File: src/rtl/adder_pipe_if.sv
// Handshake and data bundle for adder_pipe: operand/control inputs and result outputs.
// The slave side is the adder; the master side is whoever drives operands and consumes results.
interface adder_pipe_if #(
    parameter int WIDTH = 32
);
    logic             in_valid;
    logic             in_ready;
    logic [WIDTH-1:0] a;
    logic [WIDTH-1:0] b;
    logic [1:0]       mode;
    logic             acc_clr;
    logic             out_valid;
    logic             out_ready;
    logic [WIDTH-1:0] sum;
    logic             of;
    logic             of_sticky;
    logic             sticky_clr;

    modport master (
        output in_valid, a, b, mode, acc_clr, out_ready, sticky_clr,
        input  in_ready, out_valid, sum, of, of_sticky
    );

    modport slave (
        input  in_valid, a, b, mode, acc_clr, out_ready, sticky_clr,
        output in_ready, out_valid, sum, of, of_sticky
    );
endinterface

File: src/rtl/adder_pipe.sv
// Pipelined signed adder with wrap/saturate/accumulate modes, valid/ready flow control,
// sticky overflow and a PLL-lock gate that flushes in-flight results and the accumulator.
module adder_pipe #(
    parameter int WIDTH  = 32,
    parameter int STAGES = 2
) (
    input  logic        refclk,
    input  logic        rst_n,
    input  logic        locked,
    adder_pipe_if.slave bus
);
    localparam logic [1:0]       MODE_SAT = 2'b01;
    localparam logic [1:0]       MODE_ACC = 2'b10;
    localparam logic [WIDTH-1:0] SAT_MAX  = {1'b0, {(WIDTH-1){1'b1}}};
    localparam logic [WIDTH-1:0] SAT_MIN  = {1'b1, {(WIDTH-1){1'b0}}};

    logic              in_ready;
    logic              advance;
    logic              out_xfer;
    logic              is_acc;
    logic [WIDTH-1:0]  acc_q;
    logic [WIDTH-1:0]  acc_d;
    logic [WIDTH-1:0]  acc_eff;
    logic [WIDTH-1:0]  add_x;
    logic [WIDTH-1:0]  add_y;
    logic [WIDTH-1:0]  raw;
    logic [WIDTH-1:0]  result;
    logic              ovf;
    logic              of_sticky_q;
    logic              of_sticky_d;
    logic [STAGES-1:0] valid_q;
    logic [STAGES-1:0] of_q;
    logic [WIDTH-1:0]  sum_q [STAGES];

    // Global stall: every stage moves only when the output slot is free or being drained.
    assign in_ready = rst_n & locked & (~valid_q[STAGES-1] | bus.out_ready);
    assign advance  = in_ready;
    assign out_xfer = valid_q[STAGES-1] & bus.out_ready;

    assign bus.in_ready  = in_ready;
    assign bus.out_valid = valid_q[STAGES-1];
    assign bus.sum       = sum_q[STAGES-1];
    assign bus.of        = of_q[STAGES-1];
    assign bus.of_sticky = of_sticky_q;

    always_comb begin
        is_acc  = (bus.mode == MODE_ACC);
        // A clear arriving with an ACC operand takes effect before the add.
        acc_eff = bus.acc_clr ? '0 : acc_q;
        add_x   = is_acc ? acc_eff : bus.a;
        add_y   = is_acc ? bus.a : bus.b;
        raw     = add_x + add_y;
        ovf     = (add_x[WIDTH-1] == add_y[WIDTH-1]) & (raw[WIDTH-1] != add_x[WIDTH-1]);
        result  = raw;
        if ((bus.mode == MODE_SAT) && ovf) begin
            result = add_x[WIDTH-1] ? SAT_MIN : SAT_MAX;
        end
    end

    always_comb begin
        acc_d = acc_q;
        if (!locked) begin
            acc_d = '0;
        end else if (advance && bus.in_valid && is_acc) begin
            acc_d = raw;
        end else if (bus.acc_clr) begin
            acc_d = '0;
        end
    end

    always_comb begin
        of_sticky_d = of_sticky_q;
        if (bus.sticky_clr) begin
            of_sticky_d = 1'b0;
        end
        if (out_xfer && of_q[STAGES-1]) begin
            of_sticky_d = 1'b1;
        end
    end

    always_ff @(posedge refclk or negedge rst_n) begin
        if (!rst_n) begin
            acc_q       <= '0;
            of_sticky_q <= 1'b0;
        end else begin
            acc_q       <= acc_d;
            of_sticky_q <= of_sticky_d;
        end
    end

    // Data only moves on advance, so sum/of stay frozen while the output is stalled.
    always_ff @(posedge refclk or negedge rst_n) begin
        if (!rst_n) begin
            valid_q <= '0;
            of_q    <= '0;
            for (int i = 0; i < STAGES; i++) begin
                sum_q[i] <= '0;
            end
        end else if (!locked) begin
            valid_q <= '0;
        end else if (advance) begin
            valid_q[0] <= bus.in_valid;
            sum_q[0]   <= result;
            of_q[0]    <= ovf;
            for (int i = 1; i < STAGES; i++) begin
                valid_q[i] <= valid_q[i-1];
                sum_q[i]   <= sum_q[i-1];
                of_q[i]    <= of_q[i-1];
            end
        end
    end
endmodule

File: src/flat_wrapper.sv
// flat-port wrapper written by rule: the top's interface ports become plain ports
module adder_pipe_flat 
#(
    parameter int WIDTH  = 32,
    parameter int STAGES = 2
)
  (refclk, rst_n, locked, bus_in_valid, bus_a, bus_b, bus_mode, bus_acc_clr, bus_out_ready, bus_sticky_clr, bus_in_ready, bus_out_valid, bus_sum, bus_of, bus_of_sticky);
  adder_pipe_if #(.WIDTH(WIDTH)) bus_i ();
  input  logic refclk;
  input  logic rst_n;
  input  logic locked;
  input wire logic [$bits(bus_i.in_valid)-1:0] bus_in_valid;
  input wire logic [$bits(bus_i.a)-1:0] bus_a;
  input wire logic [$bits(bus_i.b)-1:0] bus_b;
  input wire logic [$bits(bus_i.mode)-1:0] bus_mode;
  input wire logic [$bits(bus_i.acc_clr)-1:0] bus_acc_clr;
  input wire logic [$bits(bus_i.out_ready)-1:0] bus_out_ready;
  input wire logic [$bits(bus_i.sticky_clr)-1:0] bus_sticky_clr;
  output wire logic [$bits(bus_i.in_ready)-1:0] bus_in_ready;
  output wire logic [$bits(bus_i.out_valid)-1:0] bus_out_valid;
  output wire logic [$bits(bus_i.sum)-1:0] bus_sum;
  output wire logic [$bits(bus_i.of)-1:0] bus_of;
  output wire logic [$bits(bus_i.of_sticky)-1:0] bus_of_sticky;
  assign bus_i.in_valid = bus_in_valid;
  assign bus_i.a = bus_a;
  assign bus_i.b = bus_b;
  assign bus_i.mode = bus_mode;
  assign bus_i.acc_clr = bus_acc_clr;
  assign bus_i.out_ready = bus_out_ready;
  assign bus_i.sticky_clr = bus_sticky_clr;
  assign bus_in_ready = bus_i.in_ready;
  assign bus_out_valid = bus_i.out_valid;
  assign bus_sum = bus_i.sum;
  assign bus_of = bus_i.of;
  assign bus_of_sticky = bus_i.of_sticky;
  adder_pipe #(.WIDTH(WIDTH), .STAGES(STAGES)) u_core (.refclk(refclk), .rst_n(rst_n), .locked(locked), .bus(bus_i));
endmodule
File: config.mk
export PLATFORM = sky130hd
export DESIGN_NAME = adder_pipe_flat
export DESIGN_NICKNAME = d
export VERILOG_FILES = /design/src/rtl/adder_pipe_if.sv /design/src/rtl/adder_pipe.sv /design/src/flat_wrapper.sv
export SDC_FILE = /design/constraint.sdc
export NUM_CORES = 1
export LEC_CHECK = 0
export ABC_AREA = 0
export ABC_CLOCK_PERIOD_IN_PS = 3700
export CORE_ASPECT_RATIO = 1.75
export CORE_MARGIN = 4
export CORE_UTILIZATION = 45
export CTS_CLUSTER_SIZE = 24
export DETAILED_ROUTE_END_ITERATION = 6
export PLACE_DENSITY = 0.71
export SLEW_MARGIN = 30
export SYNTH_ARGS = -nofsm -noshare
export SYNTH_HDL_FRONTEND = slang
export SYNTH_SLANG_ARGS = --single-unit
File: constraint.sdc
create_clock -name refclk -period 3.7 [get_ports refclk]
set_input_delay 0.925 -clock refclk [delete_from_list [all_inputs] [get_ports refclk]]
set_output_delay 0.925 -clock refclk [all_outputs]
set_load 0.02 [all_outputs]
### After elaboration in Yosys (flattened, before gate mapping)

Cells that the tools add are included.

* register bits after elaboration: 101

* equal/unequal tests: 5
* reduce and logical (&&, ||, !) cells: 6
* bitwise gates (word level): 6
* add/sub/neg operators: 1
* muxes and demuxes: 11

Operators with widths (count)
* $mux W32: 7
* $add A32 B32 Y32: 1
* $and A1 B1 Y1: 4
* $logic_and A1 B1 Y1: 4
* $mux W2: 2
* $eq A2 B1 Y1 const B: 1
* $eq A2 B2 Y1 const B: 1
* $mux W1: 2
* $ne A2 B1 Y1 const B: 1
* $reduce_and A2 Y1: 1
* $reduce_bool A2 Y1: 1
* $eq A1 B1 Y1: 1
* $ne A1 B1 Y1: 1
* $not A1 Y1: 1
* $or A1 B1 Y1: 1

### Logic depth before layout (Yosys ltp)

* depth after elaboration: 7
* gate-level depth with buffers: 17
* depth with buffers taken out: 14

### Worst setup path before layout

No wires, ideal clock.

* path kind: input -> register
* from: input bus_mode[0]
* to: register u_core.sum_q[63] (netlist bit)
* data arrival time: 4.078 ns
* cell stages on the path: 16
* slack: -0.499 ns
* buffers on the path: 3
* setup time: 0.121 ns
* required time: 3.579 ns
* cell sequence: nand2b_1 > clkbuf_1 > clkbuf_1 > nand2_1 > o21ai_0 > ha_1 > a211oi_2 > nor2_1 > o311ai_4 > a21oi_2 > a2111oi_4 > o21ai_4 > mux2i_4 > buf_6 > nand2_1 > a22o_1

* longest elaborated chain between the ends: 7

RTL lines
* from (decl): RTL line flat_wrapper.sv:15 `input wire logic [$bits(bus_i.mode)-1:0] bus_mode;`
* $eq A2 B2 Y1: RTL line adder_pipe.sv:47 `is_acc = (bus.mode == MODE_ACC);`
* $mux W32, on equally long branches: RTL line adder_pipe.sv:50, adder_pipe.sv:51
* $add A32 B32 Y32: RTL line adder_pipe.sv:52 `raw = add_x + add_y;`
* $ne A1 B1 Y1: RTL line adder_pipe.sv:53 `ovf = (add_x[WIDTH-1] == add_y[WIDTH-1]) & (raw[WIDTH-1] != add_x[WIDTH-1]);`
* $and A1 B1 Y1: RTL line adder_pipe.sv:53
* $logic_and A1 B1 Y1: RTL line adder_pipe.sv:55 `if ((bus.mode == MODE_SAT) && ovf) begin`
* $mux W32 (*): RTL line adder_pipe.sv:55
* to (signal, indexed assignment): RTL line adder_pipe.sv:107 `sum_q[i] <= sum_q[i-1];`
* to (decl): RTL line adder_pipe.sv:33 `logic [WIDTH-1:0] sum_q [STAGES];`

Mark *: on every way between the ends. The rest lies on a longest branch, timed or not.
A chain may end at the register's enable or synchronous reset.

### Final worst setup path

* from: input bus_mode[0]
* to: register u_core.acc_q[31]

* longest elaborated chain between the ends: 5

RTL lines
* $eq A2 B2 Y1 (*): RTL line adder_pipe.sv:47
* $mux W32, on equally long branches: RTL line adder_pipe.sv:50, adder_pipe.sv:51
* $add A32 B32 Y32: RTL line adder_pipe.sv:52
* $mux W32 (*): RTL line adder_pipe.sv:64 `end else if (advance && bus.in_valid && is_acc) begin`
* $mux W32 (*): RTL line adder_pipe.sv:62 `if (!locked) begin`
* net u_core.acc_d[31]: RTL line adder_pipe.sv:22 `logic [WIDTH-1:0] acc_d;`
* to (signal assigned): RTL line adder_pipe.sv:83 `acc_q <= '0;`
* to (signal assigned): RTL line adder_pipe.sv:86 `acc_q <= acc_d;`
* to (decl): RTL line adder_pipe.sv:21 `logic [WIDTH-1:0] acc_q;`

Mark *: on every way through the listed nets, which the timed path passes. The rest lies on a longest branch.

==> out/qor_table.md <==
| Parameter | Value | Unit |
|:---|:---|:---|
| Result of the run | finished with violations | - |
| Violated checks | setup timing | - |
| Min-delay worst type | reg2reg | - |
| Startpoint class of the critical path | input pin | - |
| Clock tree from TritonCTS | done | - |
| Via count of the first global-routing pass | 6976 | - |
| Post-Route Hold Slack | 472 | ps |
| Final setup violation count | 8 | - |
| Number of max-slew violations in the final report | 0 | - |
| Number of warning messages in the yosys log | 0 | - |
| Highest Clock Rate | 0.268 | GHz |
| HPWL reported at the end of detailed placement | 15.2 | mm |
| Syn Std Cell Area | 6820 | um2 |
| Synthesized flop and latch total | 101 | - |
| Sinks on Clock Net | 101 | - |
| Number of endpoints with negative hold slack in the final report | 0 | - |
| DR DRC count | 0 | - |
| Wire length of the first global-routing pass | 34.2 | mm |
| Wirelength per Cell | 17.3 | um |
| Largest fanout on the critical path | 18 | - |
| Count of H-tree levels built during CTS | 3 | - |
| Critical Setup Path Class | in2reg | - |
| Top Ports | 109 | - |
| Total routing resource utilization after global routing | 25.5 | % |
| Starting Density | 45.7 | % |
| Total number of vias | 6859 | - |
| Ant diodes | 0 | - |
| Clock Tree Root | sky130_fd_sc_hd__clkbuf_16 | - |
| Largest net degree at the start of global routing | 70 | - |
| Minimum clock period after layout | 3730 | ps |
| Number of distinct library cells after synthesis | 54 | - |
| Post-route worst setup slack | -30.8 | ps |
| Final weighted congestion of routability-driven global placement | 0.925 | - |
| Clock transition at the register clock pins on the worst setup and hold paths after CTS | 80 | ps |
| Sequential fraction of the synthesis area | 37.1 | % |
| Cell Pwr Density | 409 | nW/um2 |
| Maximum clock path buffer count | 2 | - |
| Asr flop ratio synth | 100 | % |
| Arr. time, crit path | 4020 | ps |
| Die outline height | 171 | um |
| Fraction of layout instances using a drive strength above 1 | 24.3 | % |
| Area delta synth->final | 46.1 | % |
| Unrepaired setup endpoints after global routing | yes | - |
| Core occupancy in the finished layout | 66.8 | % |
| Initial antenna violation count | 0 | - |
| Clk_lat worst skew | 360 | ps |
| Largest clock skew in the final design | 10.0 | ps |
| Total power of the final layout | 4.08 | mW |
| Post-Place Cells | 1235 | - |
| Data required time at the worst endpoint | 3990 | ps |
| Num rows | 59 | - |
| Largest vdd supply drop | 0.000235 | V |
| Detailed-routing iteration count for the pre-antenna-repair pass | 5 | - |
| Period utilization | 101 | % |
| Sum of overflow across all layers after global routing | 0 | - |
| Static leakage | 4.64 | nW |
| Total Die Area | 17300 | um2 |
| Synth Instances | 894 | - |
| Detail-routed via count per cell | 5.35 | - |
| Max-capacitance violation count | 0 | - |
| Post-Layout Cell Count | 1282 | - |
| Tightest Pin Transition | 828 | ps |
| IO buf count | 108 | - |
| Number of nets with antenna violations after detailed routing | 0 | - |
| Syn_nets | 999 | - |
| Predominant post-synthesis flop cell | sky130_fd_sc_hd__dfrtp_1 | - |
| Synthesized area per cell | 7.63 | um2 |
| Drt total wl | 22.1 | mm |
| Placeable Area | 14900 | um2 |
| Post-layout net count | 1199 | - |
| Count of flip-flops with a built-in enable after synthesis | 0 | - |
| Worst max-slew margin expressed relative to the limit | 44.8 | % |
| Die Wd | 101 | um |
| DRC violation total after the first TritonRoute iteration | 372 | - |
| Endpoint type of the worst setup path | flip-flop | - |
| Number of clock buffers inserted by TritonCTS | 9 | - |
==> synthesized netlist by cell type (5+ instances only) <==
cell	number	area, um2
sky130_fd_sc_hd__dfrtp_1	101	2530
sky130_fd_sc_hd__a21oi_1	96	480
sky130_fd_sc_hd__a21o_1	7	52.6
sky130_fd_sc_hd__o21a_1	5	37.5
sky130_fd_sc_hd__nand2_1	302	1130
sky130_fd_sc_hd__buf_4	32	240
sky130_fd_sc_hd__nor2_1	50	188
sky130_fd_sc_hd__clkbuf_1	34	128
sky130_fd_sc_hd__nand2b_1	65	407
sky130_fd_sc_hd__xor2_1	11	96.3
sky130_fd_sc_hd__nand3_1	11	55.1
sky130_fd_sc_hd__inv_1	7	26.3
sky130_fd_sc_hd__ha_1	31	388
sky130_fd_sc_hd__a211oi_1	6	45.0
sky130_fd_sc_hd__o21ai_0	47	235
sky130_fd_sc_hd__o21bai_1	5	37.5
sky130_fd_sc_hd__xnor2_1	16	140
==> cell type report <==
cell class / instances / area [um2]
multi-input combinational: 709 / 4300
sequential: 101 / 2530
timing repair buffer: 265 / 2560
tap: 183 / 229
inverter: 8 / 30.0
fill: 1197 / 4950
clock buffer: 9 / 225
clock inverter: 7 / 96.3
==> worst max-delay path: stages <==
cell,delay [ps]
sky130_fd_sc_hd__buf_6,90
sky130_fd_sc_hd__nand2b_4,190
sky130_fd_sc_hd__buf_4,170
sky130_fd_sc_hd__buf_12,140
sky130_fd_sc_hd__nand2_1,70
sky130_fd_sc_hd__o21ai_1,70
sky130_fd_sc_hd__ha_1,340
sky130_fd_sc_hd__nand2_1,150
sky130_fd_sc_hd__nor2_2,80
sky130_fd_sc_hd__nor4_4,310
sky130_fd_sc_hd__a21oi_4,120
sky130_fd_sc_hd__a2111oi_4,330
sky130_fd_sc_hd__buf_4,200
sky130_fd_sc_hd__o21ai_4,80
sky130_fd_sc_hd__buf_6,140
sky130_fd_sc_hd__buf_6,110
sky130_fd_sc_hd__xnor2_2,140
sky130_fd_sc_hd__mux2_4,260
sky130_fd_sc_hd__nor2_1,90
==> layout by cell type (no fill, tap or decap), drive strengths merged, types with 3 or more instances in the layout <==
master / synthesis / layout
a21o: 8 / 8
xor2: 11 / 11
o311ai: 3 / 3
nand2b: 65 / 65
clkinv: 1 / 3
dfrtp: 101 / 101
nor3: 3 / 3
o211ai: 4 / 4
clkdlybuf4s50: 0 / 104
o21a: 5 / 5
buf: 42 / 159
nand2: 302 / 302
nor2: 50 / 50
or3: 3 / 3
inv: 7 / 12
a211oi: 7 / 7
ha: 31 / 31
a21oi: 99 / 99
and3: 4 / 4
nor2b: 3 / 3
nand4: 3 / 3
a31oi: 3 / 3
xnor2: 16 / 16
and2: 3 / 3
o21ai: 48 / 48
clkbuf: 34 / 10
o21bai: 5 / 5
nand3: 11 / 11
==> final timing paths <==
| kind | start | endpoint | slack, ps | depth (start not counted) |
|---|---|---|---|---|
| max in group asynchronous | rst_n | u_core.sum_q[63]$_DFFE_PN0P_ | 1860 | 3 |
| min in group asynchronous | rst_n | u_core.bus.sum[29]$_DFFE_PN0P_ | 630 | 2 |
| setup / recovery | bus_mode[0] | u_core.acc_q[31]$_DFF_PN0_ | -30 | 19 |
| hold / removal | u_core.sum_q[59]$_DFFE_PN0P_ | u_core.bus.sum[27]$_DFFE_PN0P_ | 470 | 2 |
| hold reg to reg | u_core.sum_q[59]$_DFFE_PN0P_ | u_core.bus.sum[27]$_DFFE_PN0P_ | 470 | 2 |
| setup reg to reg | u_core.acc_q[0]$_DFF_PN0_ | u_core.acc_q[31]$_DFF_PN0_ | 610 | 16 |
==> per-layer routing <==
layer	part of all wire, %	vias to the layer above	wire length, um	GRT usage, %
met5	0	-	0	0
met4	6.7	0	1490	17.1
met3	3.8	79	831	3.06
met2	54	218	11900	45.9
met1	36	3222	7890	27.2
li1	-	3340	-	-
==> report_power, final <==
part | internal (mW) | total [mW] | switching [mW]
Combinational | 0.821 | 1.69 | 0.864
Clock | 0.495 | 1.00 | 0.507
Sequential | 1.28 | 1.39 | 0.105
Total | 2.60 | 4.08 | 1.48
==> registers in the layout, indices dropped and copies added (netlist names) <==
signal	count
u_core.bus.of_sticky	1
u_core.of_q	2
u_core.acc_q	32
u_core.sum_q	32
u_core.bus.sum	32
u_core.valid_q	2
==> cells by family (layout without fill, tap and decap cells) <==
kind of cell,Yosys count,in the layout,share of synthesized area (%)
and+or+nand+nor,452,452,28.5
muxes,3,3,0.642
DFF,101,101,37.1
buffers and inverters,84,289,6.79
xor gates and xnor gates,27,27,3.47
AOI/OAI and AO/OA,195,195,17.6
adders and majority gates,32,32,5.98
==> stage by stage <==
stage	TNS, ps	setup slack, ps	area, um2
finish	-91.5	-30.8	9960
global route	-3700	-157	9960
CTS	-2.40	-2.40	9600
detailed placement	-39010	-915	8790
global placement	-37410	-869	8790
floorplan	-1480	-154	6900
==> timing repair <==
item / in CTS / in global routing
buffers inserted: 15 / 11
hold buffers: 0 / 0
gates cloned: 6 / 1
endpoints found under the setup margin: 48 / 41
resized for setup: 70 / 61
pin swaps: 30 / 29
Power figures use the tool's default switching activity.
